==> config.mk <==
export PLATFORM = sky130hd
export DESIGN_NAME = if_id_stage_buffer
export DESIGN_NICKNAME = d
export VERILOG_FILES = /design/src/rtl/if_id_stage_buffer.sv
export SDC_FILE = /design/constraint.sdc
export NUM_CORES = 1
export LEC_CHECK = 0
export BUFFER_PORTS_ARGS = -buffer_cell sky130_fd_sc_hd__buf_2
export CORE_MARGIN = 4
export CORE_UTILIZATION = 48
export DETAILED_ROUTE_END_ITERATION = 12
export GPL_TIMING_DRIVEN = 0
export HOLD_SLACK_MARGIN = 0.1
export PLACE_DENSITY = 0.76
export SLEW_MARGIN = 0
export SYNTH_ARGS = -nofsm -noshare
export SYNTH_HDL_FRONTEND = slang
export SYNTH_SLANG_ARGS = --single-unit
==> constraint.sdc <==
create_clock -name clk -period 3.3 [get_ports clk]
set_input_delay 0.33 -clock clk [delete_from_list [all_inputs] [get_ports clk]]
set_output_delay 0.33 -clock clk [all_outputs]
set_load 0.05 [all_outputs]
==> src/rtl/if_id_stage_buffer.sv <==
// IF/ID pipeline register: latches fetched words with PC+1 and merges opcode+immediate
// pairs into one decoded packet, with hazard stall and branch flush.
module if_id_stage_buffer #(
   parameter int                DATA_W   = 16,
   parameter int                PC_W     = 32,
   parameter logic [DATA_W-1:0] NOP_WORD = 16'h0000
) (
   input  logic              clk,
   input  logic              rst,
   input  logic [DATA_W-1:0] instr,
   input  logic [PC_W-1:0]   pc_plus1,
   input  logic              has_imm,
   input  logic              stall,
   input  logic              flush,
   output logic [DATA_W-1:0] o_instr,
   output logic [DATA_W-1:0] o_imm,
   output logic [PC_W-1:0]   o_pc_plus1,
   output logic              o_valid,
   output logic              o_bubble,
   output logic              o_wait_imm
);

   typedef enum logic {S_OP = 1'b0, S_IMM = 1'b1} state_t;

   state_t            state_r, state_n;
   logic [DATA_W-1:0] hold_r, hold_n;
   logic [DATA_W-1:0] instr_n, imm_n;
   logic [PC_W-1:0]   pc_n;
   logic              valid_n;

   // Register update; every output is a flop so no input reaches an output combinationally.
   always_ff @(posedge clk or posedge rst) begin
      if (rst) begin
         state_r    <= S_OP;
         hold_r     <= '0;
         o_instr    <= NOP_WORD;
         o_imm      <= '0;
         o_pc_plus1 <= '0;
         o_valid    <= 1'b0;
      end else begin
         state_r    <= state_n;
         hold_r     <= hold_n;
         o_instr    <= instr_n;
         o_imm      <= imm_n;
         o_pc_plus1 <= pc_n;
         o_valid    <= valid_n;
      end
   end

   // Next-state logic: flush beats stall, stall freezes everything.
   always_comb begin
      state_n = state_r;
      hold_n  = hold_r;
      instr_n = o_instr;
      imm_n   = o_imm;
      pc_n    = o_pc_plus1;
      valid_n = o_valid;
      if (flush) begin
         state_n = S_OP;
         hold_n  = '0;
         instr_n = NOP_WORD;
         imm_n   = '0;
         valid_n = 1'b0;
      end else if (stall) begin
         state_n = state_r;
      end else begin
         case (state_r)
            S_OP: begin
               if (has_imm) begin
                  hold_n  = instr;
                  instr_n = NOP_WORD;
                  imm_n   = '0;
                  valid_n = 1'b0;
                  state_n = S_IMM;
               end else begin
                  instr_n = instr;
                  imm_n   = '0;
                  pc_n    = pc_plus1;
                  valid_n = 1'b1;
                  state_n = S_OP;
               end
            end
            // The incoming word is the immediate; has_imm is meaningless for data.
            S_IMM: begin
               instr_n = hold_r;
               imm_n   = instr;
               pc_n    = pc_plus1;
               valid_n = 1'b1;
               state_n = S_OP;
            end
            default: begin
               state_n = S_OP;
               instr_n = NOP_WORD;
               imm_n   = '0;
               valid_n = 1'b0;
            end
         endcase
      end
   end

   assign o_bubble   = ~o_valid;
   assign o_wait_imm = (state_r == S_IMM);

endmodule

==> impl_metrics.env <==
export IMPL_placed_area_um2=3830
export IMPL_yosysWarnings=0
export IMPL_insertion_delay_ns=0.34
export IMPL_num_antenna_cells=0
export IMPL_crit_chain="nand2b_4, nor3_2, buf_4, a22o_1"
export IMPL_num_vias=2218
export IMPL_fmax_mhz=644
export IMPL_synth_nets=258
export IMPL_cp_arrival_ns=1.82
export IMPL_setup_slack_ns=1.75
export IMPL_layout_drive_gt1_share_pct=53.7
export IMPL_synth_seq_cells=82
export IMPL_nets=390
export IMPL_design_core_area_um2=6310
export IMPL_die_area_um2=7840
export IMPL_holdWs_ns=0.217
export IMPL_clockRootBuffer="clkbuf_8"
export IMPL_drc_errors=0
export IMPL_grt_use_total_pct=18.6
export IMPL_hold_viol=0
export IMPL_cts_sinks=82
export IMPL_syn_area_um2=3110
export IMPL_path_max_fanout=10
export IMPL_std_cell_rows=29
export IMPL_die_height_um=88.5
export IMPL_cts_buffers=9
export IMPL_critPathKind="reg -> reg"
export IMPL_slowest_delay_ns=0.45
export IMPL_cts_buffer_depth=2
export IMPL_dp_worst_setup_slack_ns=1.76
export IMPL_path_delay_family="simple AND/OR/NAND/NOR gates"
export IMPL_gp_congestion=0.712
export IMPL_setup_viol=0
export IMPL_initial_core_util_pct=49.3
export IMPL_avgRoutedWirePerCell_um=16.8
export IMPL_hpwlAfterDp_um=5060
export IMPL_rsz0062_at_grt="no"
export IMPL_cts_htree_levels=3
export IMPL_post_route_period_util_pct=47.1
export IMPL_syn_inst=205
export IMPL_final_area_um2=4050
export IMPL_maxCapViolCount=0
export IMPL_port_buffers=119
export IMPL_peakVddDrop_v=0.000460
export IMPL_relSlewSlack_pct=63.1
export IMPL_layout_common_cells="buf_2, dfrtp_1, a22o_1, mux2_2, inv_1"
export IMPL_holdCritPathClass="in -> reg"
export IMPL_crit_buf_inv=1
export IMPL_crit_slowest_cell="dfrtp_1"
export IMPL_gr_total_overflow=0
export IMPL_die_x_um=88.5
export IMPL_p_leak_nw=2.24
export IMPL_syn_area_per_cell_um2=15.2
export IMPL_antenna_found_initial=0
export IMPL_vias_per_cell=5.31
export IMPL_ioPinCount=120
export IMPL_tightest_slew_ns=0.551
export IMPL_status="finished, final reports clean"
export IMPL_path_clk_slew_ns=0.08
export IMPL_finalWirelength_um=7020
export IMPL_grt_pass1_vias=2192
export IMPL_p_total_mw=2.55
export IMPL_final_common_cell="buf_2"
export IMPL_grt_max_degree=58
export IMPL_fin_crit_ns=1.55
export IMPL_crit_path_end_kind="register"
export IMPL_synthDistinctLibCells=19
export IMPL_pwr_density_cell_nw_per_um2=631
export IMPL_final_max_slew_viol_count=0
export IMPL_grt_pass1_wl_um=11000
export IMPL_ys_seq_area_share_pct=65.9
export IMPL_required_ns=3.57
export IMPL_finalClockSkew_ns=0.00960
export IMPL_first_pass_iters=5
export IMPL_cts_tree="built"
export IMPL_startpoint_type="register"
export IMPL_syn2layout_area_growth_pct=29.9
export IMPL_ant_nets=0
export IMPL_postCtsSetupRepairBufs=0
export IMPL_fillCellCount=510
export IMPL_drtIter0Drc=206
[synthesized netlist by cell type]
| cell type | number | area share, % |
|---|---|---|
| nor2_1 | 1 | 0.12 |
| buf_2 | 6 | 0.96 |
| dfrtp_1 | 82 | 66 |
| a21o_1 | 1 | 0.24 |
| nand2_1 | 2 | 0.24 |
| inv_1 | 18 | 2.2 |
| nor3b_2 | 1 | 0.40 |
| nand2b_4 | 1 | 0.44 |
| nand2_2 | 1 | 0.20 |
| buf_6 | 2 | 0.72 |
| a22o_1 | 32 | 9.0 |
| clkbuf_1 | 1 | 0.12 |
| buf_4 | 5 | 1.2 |
| nor4_4 | 1 | 0.68 |
| mux2_2 | 32 | 12 |
| nor3_2 | 1 | 0.32 |
| nor2b_1 | 1 | 0.20 |
| a222oi_1 | 16 | 5.1 |
| o21ba_1 | 1 | 0.32 |
[flip-flops by register name, summed over array words and instances, names as in the netlist]
| register | cells |
|---|---|
| o_pc_plus1 | 32 |
| o_imm | 16 |
| o_instr | 16 |
| hold_r | 16 |
| o_wait_imm | 1 |
| o_valid | 1 |
[where the power goes]
part           switching (mW)  internal, mW  total (mW)
logic                   0.471         0.179       0.649
clock network           0.329         0.422       0.752
registers              0.0472          1.11        1.15
total                   0.847          1.71        2.55
[what timing repair did]
action	4_1_cts	5_1_grt
hold buffers	1	0
gates resized for setup	0	0
hold endpoints to repair	25	0
[routing by layer]
metal | part of all wire, % | vias up | GRT usage [%] | routed length [um]
met3 | 6.1 | 6 | 4.38 | 425
met4 | 0.96 | 0 | 6.46 | 67
li1 | - | 1027 | - | -
met1 | 44 | 1112 | 25.5 | 3070
met5 | 0 | - | 0 | 0
met2 | 49 | 73 | 29.2 | 3460
[cell type report]
class	instances	area, um^2	share of cell area, %
clock inverter	3	65.1	1.61
clock buffer	12	135	3.34
multi-input combinational	91	900	22.2
tap	77	96.3	2.38
timing repair buffer	121	633	15.7
sequential	82	2050	50.7
buffer	14	93.8	2.32
inverter	18	70.1	1.73
[worst paths after layout]
path / startpoint / end / slack, ns / cells past startpoint
min in group asynchronous: rst / o_pc_plus1[21] / 0.51 / 3
min: pc_plus1[18] / o_pc_plus1[18] / 0.22 / 2
max in group asynchronous: rst / o_imm[10] / 2.20 / 4
max reg2reg: o_wait_imm / hold_r[0] / 1.75 / 4
min reg2reg: hold_r[14] / o_instr[14] / 0.49 / 2
max: o_wait_imm / hold_r[0] / 1.75 / 4
[kinds of logic after synthesis]
group / share of synthesized area (%)
DFF: 65.9
AOI/OAI and AO/OA: 14.7
muxes: 11.6
buffers and inverters: 5.18
and+or+nand+nor: 2.61
[per-stage QoR]
step | instances | setup TNS (ns) | utilization, %
3_3_place_gp | 401 | -3.68 | 60.3
6_report | 418 | 0 | 64.1
5_1_grt | 418 | 0 | 64.1
3_5_place_dp | 402 | 0 | 60.7
4_1_cts | 418 | 0 | 64.1
2_1_floorplan | 205 | 0 | -
No activity file was read; power rests on OpenSTA's default activity.
